[src/rtl/rv32i_instr_encoder_if.sv]
// Request/write-port bundle between a program source and the RV32I instruction encoder.
// The master issues symbolic requests and observes the instruction-memory write port.
interface rv32i_instr_encoder_if #(
   parameter int ADDR_WIDTH = 8
);
   logic                  in_valid;
   logic                  in_ready;
   logic [4:0]            in_op;
   logic [4:0]            in_rd;
   logic [4:0]            in_rs1;
   logic [4:0]            in_rs2;
   logic [31:0]           in_imm;
   logic                  in_last;
   logic                  imem_we;
   logic [ADDR_WIDTH-1:0] imem_addr;
   logic [31:0]           imem_wdata;

   modport master (
      output in_valid, in_op, in_rd, in_rs1, in_rs2, in_imm, in_last,
      input  in_ready, imem_we, imem_addr, imem_wdata
   );

   modport slave (
      input  in_valid, in_op, in_rd, in_rs1, in_rs2, in_imm, in_last,
      output in_ready, imem_we, imem_addr, imem_wdata
   );
endinterface

[src/rtl/rv32i_instr_encoder.sv]
// Assembles symbolic RV32I requests into machine words and streams them into
// instruction memory, one word per two cycles, starting at BASE_ADDR.
module rv32i_instr_encoder #(
   parameter int ADDR_WIDTH = 8,
   parameter int BASE_ADDR  = 0
) (
   input  logic                  clk,
   input  logic                  rst,
   input  logic                  start,
   rv32i_instr_encoder_if.slave  bus,
   output logic                  busy,
   output logic                  done,
   output logic                  err,
   output logic [ADDR_WIDTH:0]   instr_count
);

   localparam logic [ADDR_WIDTH-1:0] BASE_C  = ADDR_WIDTH'(BASE_ADDR);
   localparam logic [ADDR_WIDTH:0]   DEPTH_C = {1'b1, {ADDR_WIDTH{1'b0}}};

   localparam logic [4:0] OP_ADD  = 5'd0,  OP_SUB  = 5'd1,  OP_AND   = 5'd2,  OP_OR   = 5'd3;
   localparam logic [4:0] OP_SLL  = 5'd4,  OP_SRL  = 5'd5,  OP_ADDI  = 5'd6,  OP_ANDI = 5'd7;
   localparam logic [4:0] OP_ORI  = 5'd8,  OP_SLLI = 5'd9,  OP_SRLI  = 5'd10, OP_LW   = 5'd11;
   localparam logic [4:0] OP_SW   = 5'd12, OP_BEQ  = 5'd13, OP_BNE   = 5'd14, OP_LUI  = 5'd15;
   localparam logic [4:0] OP_AUIPC = 5'd16, OP_JAL = 5'd17, OP_JALR  = 5'd18;

   localparam logic [6:0] OPC_R     = 7'b0110011;
   localparam logic [6:0] OPC_I     = 7'b0010011;
   localparam logic [6:0] OPC_LOAD  = 7'b0000011;
   localparam logic [6:0] OPC_STORE = 7'b0100011;
   localparam logic [6:0] OPC_BR    = 7'b1100011;
   localparam logic [6:0] OPC_LUI   = 7'b0110111;
   localparam logic [6:0] OPC_AUIPC = 7'b0010111;
   localparam logic [6:0] OPC_JAL   = 7'b1101111;
   localparam logic [6:0] OPC_JALR  = 7'b1100111;

   typedef enum logic [2:0] {
      S_IDLE,
      S_LOAD,
      S_WRITE,
      S_DONE,
      S_ERROR
   } state_e;

   // Returns {legal, word}; legality folds in both the op range and the immediate range.
   function automatic logic [32:0] f_encode(
      input logic [4:0]  op,
      input logic [4:0]  rd,
      input logic [4:0]  rs1,
      input logic [4:0]  rs2,
      input logic [31:0] imm
   );
      logic [31:0] w;
      logic        ok;
      logic        i_ok;
      logic        sh_ok;
      logic        b_ok;
      logic        j_ok;
      i_ok  = (imm[31:11] == 21'd0) || (imm[31:11] == {21{1'b1}});
      sh_ok = (imm[31:5] == 27'd0);
      b_ok  = ((imm[31:12] == 20'd0) || (imm[31:12] == {20{1'b1}})) && !imm[0];
      j_ok  = ((imm[31:20] == 12'd0) || (imm[31:20] == {12{1'b1}})) && !imm[0];
      w     = 32'd0;
      ok    = 1'b0;
      case (op)
         OP_ADD:   begin w = {7'b0000000, rs2, rs1, 3'b000, rd, OPC_R}; ok = 1'b1; end
         OP_SUB:   begin w = {7'b0100000, rs2, rs1, 3'b000, rd, OPC_R}; ok = 1'b1; end
         OP_AND:   begin w = {7'b0000000, rs2, rs1, 3'b111, rd, OPC_R}; ok = 1'b1; end
         OP_OR:    begin w = {7'b0000000, rs2, rs1, 3'b110, rd, OPC_R}; ok = 1'b1; end
         OP_SLL:   begin w = {7'b0000000, rs2, rs1, 3'b001, rd, OPC_R}; ok = 1'b1; end
         OP_SRL:   begin w = {7'b0000000, rs2, rs1, 3'b101, rd, OPC_R}; ok = 1'b1; end
         OP_ADDI:  begin w = {imm[11:0], rs1, 3'b000, rd, OPC_I}; ok = i_ok; end
         OP_ANDI:  begin w = {imm[11:0], rs1, 3'b111, rd, OPC_I}; ok = i_ok; end
         OP_ORI:   begin w = {imm[11:0], rs1, 3'b110, rd, OPC_I}; ok = i_ok; end
         OP_SLLI:  begin w = {7'b0000000, imm[4:0], rs1, 3'b001, rd, OPC_I}; ok = sh_ok; end
         OP_SRLI:  begin w = {7'b0000000, imm[4:0], rs1, 3'b101, rd, OPC_I}; ok = sh_ok; end
         OP_LW:    begin w = {imm[11:0], rs1, 3'b010, rd, OPC_LOAD}; ok = i_ok; end
         OP_SW:    begin w = {imm[11:5], rs2, rs1, 3'b010, imm[4:0], OPC_STORE}; ok = i_ok; end
         OP_BEQ:   begin
            w  = {imm[12], imm[10:5], rs2, rs1, 3'b000, imm[4:1], imm[11], OPC_BR};
            ok = b_ok;
         end
         OP_BNE:   begin
            w  = {imm[12], imm[10:5], rs2, rs1, 3'b001, imm[4:1], imm[11], OPC_BR};
            ok = b_ok;
         end
         OP_LUI:   begin w = {imm[31:12], rd, OPC_LUI}; ok = 1'b1; end
         OP_AUIPC: begin w = {imm[31:12], rd, OPC_AUIPC}; ok = 1'b1; end
         OP_JAL:   begin
            w  = {imm[20], imm[10:1], imm[11], imm[19:12], rd, OPC_JAL};
            ok = j_ok;
         end
         OP_JALR:  begin w = {imm[11:0], rs1, 3'b000, rd, OPC_JALR}; ok = i_ok; end
         default:  begin w = 32'd0; ok = 1'b0; end
      endcase
      return {ok, w};
   endfunction

   state_e                r_state;
   state_e                w_next;
   logic [ADDR_WIDTH-1:0] r_ptr;
   logic [31:0]           r_wdata;
   logic                  r_last;
   logic [ADDR_WIDTH:0]   r_count;
   logic                  r_done;
   logic                  r_err;

   logic [32:0]           w_enc;
   logic                  w_legal;
   logic                  w_fire;
   logic                  w_full;
   logic                  w_can_start;

   assign w_enc       = f_encode(bus.in_op, bus.in_rd, bus.in_rs1, bus.in_rs2, bus.in_imm);
   assign w_legal     = w_enc[32];
   assign w_fire      = (r_state == S_LOAD) && bus.in_valid;
   assign w_full      = ((r_count + 1'b1) == DEPTH_C);
   assign w_can_start = (r_state == S_IDLE) || (r_state == S_DONE) || (r_state == S_ERROR);

   always_comb begin
      w_next = r_state;
      case (r_state)
         S_IDLE, S_DONE, S_ERROR: if (start) w_next = S_LOAD;
         S_LOAD:                  if (bus.in_valid) w_next = w_legal ? S_WRITE : S_ERROR;
         S_WRITE:                 w_next = (r_last || w_full) ? S_DONE : S_LOAD;
         default:                 w_next = S_IDLE;
      endcase
   end

   always_ff @(posedge clk) begin
      if (rst) begin
         r_state <= S_IDLE;
         r_ptr   <= BASE_C;
         r_wdata <= 32'd0;
         r_last  <= 1'b0;
         r_count <= '0;
         r_done  <= 1'b0;
         r_err   <= 1'b0;
      end else begin
         r_state <= w_next;
         if (w_can_start && start) begin
            r_ptr   <= BASE_C;
            r_count <= '0;
            r_done  <= 1'b0;
            r_err   <= 1'b0;
         end
         if (w_fire) begin
            if (w_legal) begin
               r_wdata <= w_enc[31:0];
               r_last  <= bus.in_last;
            end else begin
               r_err   <= 1'b1;
            end
         end
         // The pointer wraps naturally at DEPTH; the count is one bit wider so it can show DEPTH.
         if (r_state == S_WRITE) begin
            r_ptr   <= r_ptr + 1'b1;
            r_count <= r_count + 1'b1;
            if (r_last || w_full) r_done <= 1'b1;
         end
      end
   end

   assign bus.in_ready   = (r_state == S_LOAD);
   assign bus.imem_we    = (r_state == S_WRITE) && !rst;
   assign bus.imem_addr  = r_ptr;
   assign bus.imem_wdata = r_wdata;
   assign busy           = (r_state == S_LOAD) || (r_state == S_WRITE);
   assign done           = r_done;
   assign err            = r_err;
   assign instr_count    = r_count;

endmodule

[src/flat_wrapper.sv]
// flat-port wrapper written by rule: the top's interface ports become plain ports
module rv32i_instr_encoder_flat 
#(
   parameter int ADDR_WIDTH = 8,
   parameter int BASE_ADDR  = 0
)
  (clk, rst, start, busy, done, err, instr_count, bus_in_valid, bus_in_op, bus_in_rd, bus_in_rs1, bus_in_rs2, bus_in_imm, bus_in_last, bus_in_ready, bus_imem_we, bus_imem_addr, bus_imem_wdata);
  rv32i_instr_encoder_if #(.ADDR_WIDTH(ADDR_WIDTH)) bus_i ();
  input  logic clk;
  input  logic rst;
  input  logic start;
  output logic busy;
  output logic done;
  output logic err;
  output logic [ADDR_WIDTH:0] instr_count;
  input wire logic [$bits(bus_i.in_valid)-1:0] bus_in_valid;
  input wire logic [$bits(bus_i.in_op)-1:0] bus_in_op;
  input wire logic [$bits(bus_i.in_rd)-1:0] bus_in_rd;
  input wire logic [$bits(bus_i.in_rs1)-1:0] bus_in_rs1;
  input wire logic [$bits(bus_i.in_rs2)-1:0] bus_in_rs2;
  input wire logic [$bits(bus_i.in_imm)-1:0] bus_in_imm;
  input wire logic [$bits(bus_i.in_last)-1:0] bus_in_last;
  output wire logic [$bits(bus_i.in_ready)-1:0] bus_in_ready;
  output wire logic [$bits(bus_i.imem_we)-1:0] bus_imem_we;
  output wire logic [$bits(bus_i.imem_addr)-1:0] bus_imem_addr;
  output wire logic [$bits(bus_i.imem_wdata)-1:0] bus_imem_wdata;
  assign bus_i.in_valid = bus_in_valid;
  assign bus_i.in_op = bus_in_op;
  assign bus_i.in_rd = bus_in_rd;
  assign bus_i.in_rs1 = bus_in_rs1;
  assign bus_i.in_rs2 = bus_in_rs2;
  assign bus_i.in_imm = bus_in_imm;
  assign bus_i.in_last = bus_in_last;
  assign bus_in_ready = bus_i.in_ready;
  assign bus_imem_we = bus_i.imem_we;
  assign bus_imem_addr = bus_i.imem_addr;
  assign bus_imem_wdata = bus_i.imem_wdata;
  rv32i_instr_encoder #(.ADDR_WIDTH(ADDR_WIDTH), .BASE_ADDR(BASE_ADDR)) u_core (.clk(clk), .rst(rst), .start(start), .bus(bus_i), .busy(busy), .done(done), .err(err), .instr_count(instr_count));
endmodule
[config.mk]
export PLATFORM = sky130hd
export DESIGN_NAME = rv32i_instr_encoder_flat
export DESIGN_NICKNAME = d
export VERILOG_FILES = /design/src/rtl/rv32i_instr_encoder_if.sv /design/src/rtl/rv32i_instr_encoder.sv /design/src/flat_wrapper.sv
export SDC_FILE = /design/constraint.sdc
export NUM_CORES = 1
export LEC_CHECK = 0
export BUFFER_PORTS_ARGS = -buffer_cell sky130_fd_sc_hd__buf_2
export CAP_MARGIN = 20
export CORE_UTILIZATION = 45
export CTS_BUF_LIST = sky130_fd_sc_hd__clkbuf_4 sky130_fd_sc_hd__clkbuf_8
export CTS_CLUSTER_DIAMETER = 50
export CTS_CLUSTER_SIZE = 28
export DETAILED_ROUTE_END_ITERATION = 7
export MAX_ROUTING_LAYER = met4
export PLACE_DENSITY = 0.77
export RECOVER_POWER = 25
export SYNTH_ARGS = -nofsm -noshare
export SYNTH_HDL_FRONTEND = slang
export SYNTH_SLANG_ARGS = --single-unit
export TNS_END_PERCENT = 20
[constraint.sdc]
create_clock -name clk -period 2.5 [get_ports clk]
set_input_delay 0.125 -clock clk [delete_from_list [all_inputs] [get_ports clk]]
set_output_delay 0.125 -clock clk [all_outputs]
set_load 0.005 [all_outputs]
# Word-level counts from Yosys, hierarchy flattened
# Index checks and enable logic that the tools add are counted.
[word_totals]
reg_bits = 55
output_inout_bits = 54
[classes]
add_sub_neg = 2
n_eq_ne = 28
n_mux = 17
reduce_logical = 28
[ops]
columns = ["cell", "count"]
rows = [
  ["one-hot mux 32 bit (19 select lines)", 1],
  ["equality test 5 x 4 -> 1 bit, second input constant", 8],
  ["logical NOT 27 bit", 1],
  ["equality test 21 bit, second input constant", 1],
  ["logical NOT 21 bit", 1],
  ["equality test 20 bit, second input constant", 1],
  ["equality test 5 x 3 -> 1 bit, second input constant", 4],
  ["logical NOT 20 bit", 1],
  ["2-to-1 mux 9 bit", 2],
  ["2-to-1 mux 8 bit", 2],
  ["equality test 5 bit, second input constant", 3],
  ["equality test 12 bit, second input constant", 1],
  ["logical NOT 12 bit", 1],
  ["equality test 5 x 2 -> 1 bit, second input constant", 2],
  ["adder 9 x 1 -> 9 bit, second input constant", 1],
  ["equality test 9 bit, second input constant", 1],
  ["2-to-1 mux 3 bit", 3],
  ["one-hot mux 3 bit (3 select lines)", 1],
  ["adder 8 x 1 -> 8 bit, second input constant", 1],
  ["OR reduction 8 bit", 1],
  ["logical OR 1 bit", 7],
  ["equality test 3 x 2 -> 1 bit, second input constant", 2],
  ["2-to-1 mux 1 bit", 6],
  ["OR reduction 6 bit", 1],
  ["other kinds (14)", 22],
]

# Logic depth before layout (Yosys ltp)
# Gate-level depths: netlist of the first run.
[depth]
word_depth = 7
ltp_mapped = 9

# Least setup slack after synthesis of the first run
# No wires, ideal clock.
[synth_timing]
path_type = "input -> register"
startpoint = "in bus_in_op[4]"
endpoint = "reg u_core.r_wdata[3], in the netlist u_core.bus.imem_wdata[3]"
setup_ns = 0.121
arrival_time_ns = 1.809
required_time_ns = 2.379
slack_ns = 0.570
path_stages = 7
cell_sequence = "buf_2 nor4_1 nand4_1 a311oi_1 a31oi_2 a31oi_4 mux2_2"
[synth_between]
elab_chain_len = 4
word_cells_on_any_way = 26
cone_classes = "18 x eq/ne; 2 x mux; 6 x reduce/logical"
[synth_lines]
columns = ["element", "line_no", "text"]
rows = [
  ["start, declared", "flat_wrapper.sv:17", "input wire logic [$bits(bus_i.in_op)-1:0] bus_in_op;"],
  ["equality test 5 x 1 -> 1 bit (tied with other cells)", "rv32i_instr_encoder.sv:64", "case (op)"],
  ["OR reduction 8 bit (no source line) (tied with other cells)", "-", ""],
  ["one-hot mux 1 bit (5 select lines)", "rv32i_instr_encoder.sv:64", ""],
  ["AND reduction 2 bit (no source line)", "-", ""],
  ["end signal, assigned", "rv32i_instr_encoder.sv:148", "r_wdata <= w_enc[31:0];"],
  ["end, declared", "rv32i_instr_encoder.sv:101", "logic [31:0] r_wdata;"],
]
# Several ways; a longest one is shown, not always the timed one.
# A chain may end at the register's enable or synchronous reset.

# Worst setup path in the final report of the first run
# Ends and elaborated chain as after synthesis.

==> run summary, run 1 <==
Mapped Area = 0.00351 mm²
Fin nets = 606
Slew HR = 46.4%
Largest net degree at the start of global routing = 33
Io pins = 111
Clk_skew = 14.4 ps
Number of library cell types mapped by synthesis = 63
Iteration-0 DRC Markers = 374
Cts repair resizes = 0
CTS Hold Buffers Added = 0
Run status = finished, final reports clean
DP HPWL = 8310 µm
Area contributors post-synth = dfxtp_1, o21ai_0, a21oi_1, mux2i_1, nand2_1
Sequential share of the synthesized area = 30.8%
Die area = 0.00815 mm²
Critical Path AT = 2230 ps
Ys async rst share = 0%
Warnings, synthesis = 0
Placer Congestion = 0.997
DRT Pass-1 Iters = 7
Via Count = 3975
Cell family with most CP delay = compound AO/OA/AOI/OAI gates
Clock sink count = 54
Top FF cell, synth = dfxtp_1
RSZ-0062 raised after global routing = no
Port Buf Inserts = 110
Minimum clock period = 2020 ps
Leakage = 1.91 nW
Crit path buf inv count = 1
Post-CTS Setup Bufs = 0
Crit path cell chain = buf_2, nor4_1, nand4_1, a311oi_1, a31oi_2, a31oi_4, mux2_2
Setup crit end kind = register
Fmax = 0.496 GHz
Period utilization = 80.7%
CTS Buf Count = 5
Syn_nets = 506
Drc violations = 0
CTS clock-pin slew for the worst setup and hold paths = 110 ps
Critical Path RT = 2710 ps
Clk root buf = clkbuf_8
Die Wd = 90.3 µm
Via-to-Cell Ratio = 6.14
Total Power = 1.74 mW
Antenna violations before repair = 0
Worst-margin pin slew = 799 ps
Antenna Cells = 0
Vias in the first global route = 3631
Initial core utilization = 47.4%
Setup Viol. Count Final = 0
CTS Buffer Depth = 2
Post-synth EDFFs = 0
Wirelength, routed = 11000 µm
Slowest stage delay, CP = 440 ps
FF+latch count, synth = 54
CP Max Fanout = 28
First-pass GRT wire length = 17800 µm
Final Hold Violating Endpoints = 0
Total grt overflow = 0
Share of post-route cells with drive strength above 1 = 24.1%
Area Overhead vs Synth = 20.6%
Slew Viols, Final = 0
Top cell type's share of synthesized area = 30.8%
Clock Latency Late Sink = 320 ps
Mapped Cells = 447
GRT Total Usage = 27.5%
Slowest stage cell, crit path = a311oi_1
Final setup TNS = 0 ps
CTS tree = yes
Max-cap violations = 0
HP Class = in -> reg
Core area = 0.00741 mm²
H-tree depth = 2
Routed Antenna Nets = 0
Startpoint Class = primary input
Post-synth top area cell = dfxtp_1
Syn_area_per_cell = 7.85 µm²
VDD IR-drop max = 0.326 mV
Critical path class = in -> reg
Power per cell area = 410 mW/mm²
Row Count = 31
Die Span Y = 90.3 µm
Post-DR wirelength/cell = 17.0 µm
worst reg2reg max path, cell delays in order, from the launching register on:
cell and delay [ps]:
dfxtp_1 420, inv_1 110, nor4_2 620, o31ai_2 240, buf_4 250, mux2i_1 130
final cells by class:
| cell class | instances | area (µm²) |
|---|---|---|
| clock buffer | 5 | 68.8 |
| clock inverter | 3 | 23.8 |
| fill | 723 | 3180 |
| inverter | 9 | 33.8 |
| multi-input combinational | 351 | 2250 |
| sequential | 54 | 1080 |
| tap | 99 | 124 |
| timing repair buffer | 126 | 653 |
final timing paths:
path	from	end	slack, ps	depth (start not counted)
min reg2reg	u_core.bus.imem_wdata[25]$_SDFFE_PP0P_	u_core.bus.imem_wdata[25]$_SDFFE_PP0P_	470	2
min	bus_in_last	u_core.r_last$_SDFFE_PP0P_	50	3
max	bus_in_op[4]	u_core.bus.imem_wdata[3]$_SDFFE_PP0P_	480	7
max reg2reg	u_core.r_state[0]$_SDFFE_PP0P_	u_core.bus.imem_wdata[28]$_SDFFE_PP0P_	620	5
routing by layer:
layer | routed length (µm) | vias up | GRT usage [%] | part of all wire, %
met5 | 0 | - | - | 0
met4 | 231 | 0 | 9.01 | 2.1
met3 | 980 | 27 | 5.30 | 8.9
met2 | 4930 | 216 | 41.8 | 45
met1 | 4870 | 1830 | 36.7 | 44
li1 | - | 1902 | - | -
sequential cells by signal (all words and copies together), names as in the netlist:
register               count
u_core.bus.imem_wdata     31
u_core.instr_count         9
u_core.bus.imem_addr       8
u_core.r_state             3
u_core.done                1
u_core.err                 1
u_core.r_last              1
cells in the final DEF, fill, tap and decap left out, types with 7 or more instances in the layout:
master | synthesis | layout
a31oi_1 | 7 | 7
buf_2 | 6 | 96
dfxtp_1 | 54 | 54
clkbuf_1 | 20 | 13
mux2i_1 | 14 | 14
inv_1 | 8 | 8
nand4_1 | 17 | 17
nand3_1 | 10 | 10
nor2b_1 | 7 | 7
nand3b_1 | 8 | 8
a21oi_1 | 35 | 35
o311ai_0 | 11 | 11
o211a_1 | 12 | 12
a22oi_1 | 14 | 14
and3_1 | 7 | 7
buf_4 | 3 | 16
a21boi_0 | 12 | 12
nand2_1 | 37 | 37
o21ai_0 | 36 | 36
nor2_1 | 31 | 31
and2_1 | 11 | 11
synth_stat cells (3+ instances only):
cell type / instances
dfxtp_1: 54
nand2_1: 37
o21ai_0: 36
a21oi_1: 35
nor2_1: 31
clkbuf_1: 20
nand4_1: 17
a22oi_1: 14
mux2i_1: 14
a21boi_0: 12
o211a_1: 12
and2_1: 11
o311ai_0: 11
nand3_1: 10
inv_1: 8
nand3b_1: 8
a31oi_1: 7
and3_1: 7
nor2b_1: 7
nor4_1: 7
buf_2: 6
nand2b_1: 6
nor3_1: 6
a22o_1: 5
o211ai_1: 5
o21a_1: 5
a311oi_1: 4
and3b_1: 3
buf_4: 3
nor3b_1: 3
where the power goes:
group	internal, mW	switching (mW)
sequential	0.874	0.0113
clock	0.201	0.313
combinational	0.129	0.206
stage by stage:
step	hold WS (ps)	std cells	setup WS [ps]	instance area [µm²]	util [%]
2_1_floorplan	264	447	570	3510	-
3_3_place_gp	390	639	264	4160	56.1
3_5_place_dp	395	639	187	4160	56.1
4_1_cts	43.5	647	505	4250	57.4
5_1_grt	56.7	647	329	4230	57.1
6_report	54.9	647	483	4230	57.1
kinds of logic after synthesis:
| logic type | Yosys count | share of synthesized area (%) |
|---|---|---|
| AO/OA/AOI/OAI | 170 | 33.8 |
| AND/OR/NAND/NOR | 162 | 24.5 |
| flip-flops | 54 | 30.8 |
| buffers and inverters | 42 | 5.28 |
| multiplexers | 16 | 4.64 |
| adder cells (fa/ha/maj) | 2 | 0.713 |
| XOR/XNOR | 1 | 0.250 |
Note: power is estimated with default switching activity, not from simulation.
==> inputs of run 2 (changes only) <==
==> constraint.sdc (replaced) <==
create_clock -name clk -period 2.06 [get_ports clk]
set_input_delay 0.103 -clock clk [delete_from_list [all_inputs] [get_ports clk]]
set_output_delay 0.103 -clock clk [all_outputs]
set_load 0.005 [all_outputs]
==> run 2 against run 1 <==
Against the previous run:
- via count up 1.1%
- flip-flop and latch count did not move
- final cell count up 4.2%
- first-iteration DRC count shrank 33%
- register-to-register slack got worse by 400 ps
- combinational power rose by 34%
- largest cell class unchanged
==> run summary, run 2 (synthesis gave the netlist of run 1 again) <==
Run status = finished, final reports clean (unchanged)
RSZ-0062 raised after global routing = no (unchanged)
Final core utilization = 60.0% (was 57.1%)
DP HPWL = 9150 µm (was 8310 µm)
Worst R2R Setup Slack = 220 ps (was 620 ps)
Total Power = 2.09 mW (was 1.74 mW)
Critical Path AT = 2030 ps (was 2230 ps)
Die area = 0.00815 mm² (unchanged)
First-pass GRT wire length = 18900 µm (was 17800 µm)
Vias in the first global route = 3801 (was 3631)
Setup crit end kind = register (unchanged)
Area Overhead vs Synth = 26.6% (was 20.6%)
Setup Viol. Count Final = 0 (unchanged)
Critical path class = reg -> reg (was in -> reg)
HP Class = in -> reg (unchanged)
Die Wd = 90.3 µm (unchanged)
Power per cell area = 471 mW/mm² (was 410 mW/mm²)
CTS Buf Count = 5 (unchanged)
Row Count = 31 (unchanged)
Worst-margin pin slew = 655 ps (was 799 ps)
Iteration-0 DRC Markers = 251 (was 374)
NetSw = 0.613 mW (was 0.531 mW)
Hold Path End = u_core.r_last$_SDFFE_PP0P_ (unchanged)
H-tree depth = 2 (unchanged)
Non-Filler Instances = 674 (was 647)
Antenna violations before repair = 0 (unchanged)
Minimum clock period = 1840 ps
CTS Hold Buffers Added = 0 (unchanged)
Initial core utilization = 47.4% (unchanged)
Slew HR = 56.1% (was 46.4%)
Cell total after placement = 667 (was 639)
Period utilization = 89.4%
Most common cell after layout, fill and taps aside = buf_2 (unchanged)
CP Max Fanout = 9 (was 28)
Routed Antenna Nets = 0 (unchanged)
Internal power = 1.48 mW (was 1.21 mW)
Clock sink count = 54 (unchanged)
GRT Total Usage = 29.2% (was 27.5%)
CTS clock-pin slew for the worst setup and hold paths = 100 ps (was 110 ps)
Drc violations = 0 (unchanged)
Core area = 0.00741 mm² (unchanged)
Fin nets = 634 (was 606)
Die Span Y = 90.3 µm (unchanged)
Placer Congestion = 1.09 (was 0.997)
Leakage = 2.06 nW (was 1.91 nW)
Hold depth = 3 (unchanged)
Final setup TNS = 0 ps (unchanged)
Via Count = 4017 (was 3975)
Clk root buf = clkbuf_8 (unchanged)
Largest net degree at the start of global routing = 33 (unchanged)
FF-to-FF path depth = 5 (unchanged)
Worst slack, placed = -28.0 ps (was 187 ps)
Commonest non-fill, non-tap cells in the layout = buf_2, dfxtp_1, buf_4 (was buf_2, dfxtp_1, nand2_1)
Fin worst setup slack = 218 ps (was 483 ps)
Slew Viols, Final = 0 (unchanged)
Max reg flops = 31 (unchanged)
Port Buf Inserts = 110 (unchanged)
DRT Pass-1 Iters = 5 (was 7)
Power share of the combinational group = 21.4% (was 19.3%)
CTS tree = yes (unchanged)
Sw frac = 29.3% (was 30.6%)
Share of post-route cells with drive strength above 1 = 28.5% (was 24.1%)
Hold Startpoint = bus_in_last (unchanged)
Fmax = 0.543 GHz
Total grt overflow = 0 (unchanged)
Sequential share of power = 51.4% (was 51.0%)
CTS Buffer Depth = 2 (unchanged)
Startpoint Class = register (was primary input)
Max-cap violations = 0 (unchanged)
Wirelength, routed = 11700 µm (was 11000 µm)
Final Hold Violating Endpoints = 0 (unchanged)
Io pins = 111 (unchanged)
Clock Latency Late Sink = 300 ps (was 320 ps)
Antenna Cells = 0 (unchanged)
Via-to-Cell Ratio = 5.96 (was 6.14)
Critical R2R Capture = u_core.bus.imem_wdata[3]$_SDFFE_PP0P_ (was u_core.bus.imem_wdata[28]$_SDFFE_PP0P_)
Origin of the critical flop-to-flop path = u_core.r_state[0]$_SDFFE_PP0P_ (unchanged)
Critical Path RT = 2250 ps (was 2710 ps)
VDD IR-drop max = 0.338 mV (was 0.326 mV)
Post-DR wirelength/cell = 17.3 µm (was 17.0 µm)
Clk_skew = 5.01 ps (was 14.4 ps)
Post-CTS Setup Bufs = 0 (unchanged)
Clock network fraction of total power = 27.2% (was 29.7%)
==> run 2: what timing repair did <==
item / 4_1_cts / 5_1_grt
gates resized for setup: 0 / 1
hold endpoints to repair: 0 / 0
setup endpoints to repair: 0 / 12
==> run 2: power groups by stage <==
stage	clock [mW]	combinational, mW	sequential, mW
2_1_floorplan	0	0.227	1.10
5_1_grt	0.627	0.486	1.08
4_1_cts	0.592	0.438	1.07
3_5_place_dp	0	0.435	1.10
3_3_place_gp	0	0.433	1.10
6_report	0.569	0.448	1.07
==> run 2: layout make-up <==
| class | instances | area (µm²) |
|---|---|---|
| Clock buffer | 5 | 68.8 |
| Clock inverter | 2 | 15.0 |
| Fill cell | 687 | 2970 |
| Inverter | 9 | 33.8 |
| Multi-Input combinational cell | 351 | 2250 |
| Sequential cell | 54 | 1080 |
| Tap cell | 99 | 124 |
| Timing Repair Buffer | 154 | 868 |
==> run 2: metrics by stage <==
step / instance area [µm²] / hold WS (ps)
after floorplan: 3510 / 242
after global routing: 4440 / 72.1
final: 4440 / 56.6
after CTS: 4450 / 41.4
after global placement: 4370 / 372
after detailed placement: 4370 / 370
==> run 2: worst max-delay path by stage <==
stage / from / to / slack, ps / cells past startpoint
after global placement: bus_in_op[3] / u_core.bus.imem_wdata[6]$_SDFFE_PP0P_ / 30 / 8
after global routing: u_core.r_state[0]$_SDFFE_PP0P_ / u_core.bus.imem_wdata[29]$_SDFFE_PP0P_ / 20 / 6
final: u_core.r_state[0]$_SDFFE_PP0P_ / u_core.bus.imem_wdata[3]$_SDFFE_PP0P_ / 220 / 5
after detailed placement: bus_in_op[3] / u_core.bus.imem_wdata[28]$_SDFFE_PP0P_ / -30 / 8
after floorplan: bus_in_op[4] / u_core.bus.imem_wdata[3]$_SDFFE_PP0P_ / 150 / 7
after CTS: u_core.r_state[0]$_SDFFE_PP0P_ / u_core.bus.imem_wdata[3]$_SDFFE_PP0P_ / 190 / 5
==> run 2: worst max-delay path, stage by stage (launching register included) <==
cell and delay, ps:
dfxtp_1 410, inv_1 110, nor3_1 400, nand2_2 250, a31oi_4 220, mux2_2 350
==> run 2: metal layers <==
layer | GRT usage (%) | vias to the layer above | routed length, µm
met3 | 5.64 | 22 | 714
met4 | 9.27 | 0 | 334
met2 | 45.3 | 150 | 5120
met1 | 38.3 | 1898 | 5510
met5 | - | - | 0
li1 | - | 1947 | -
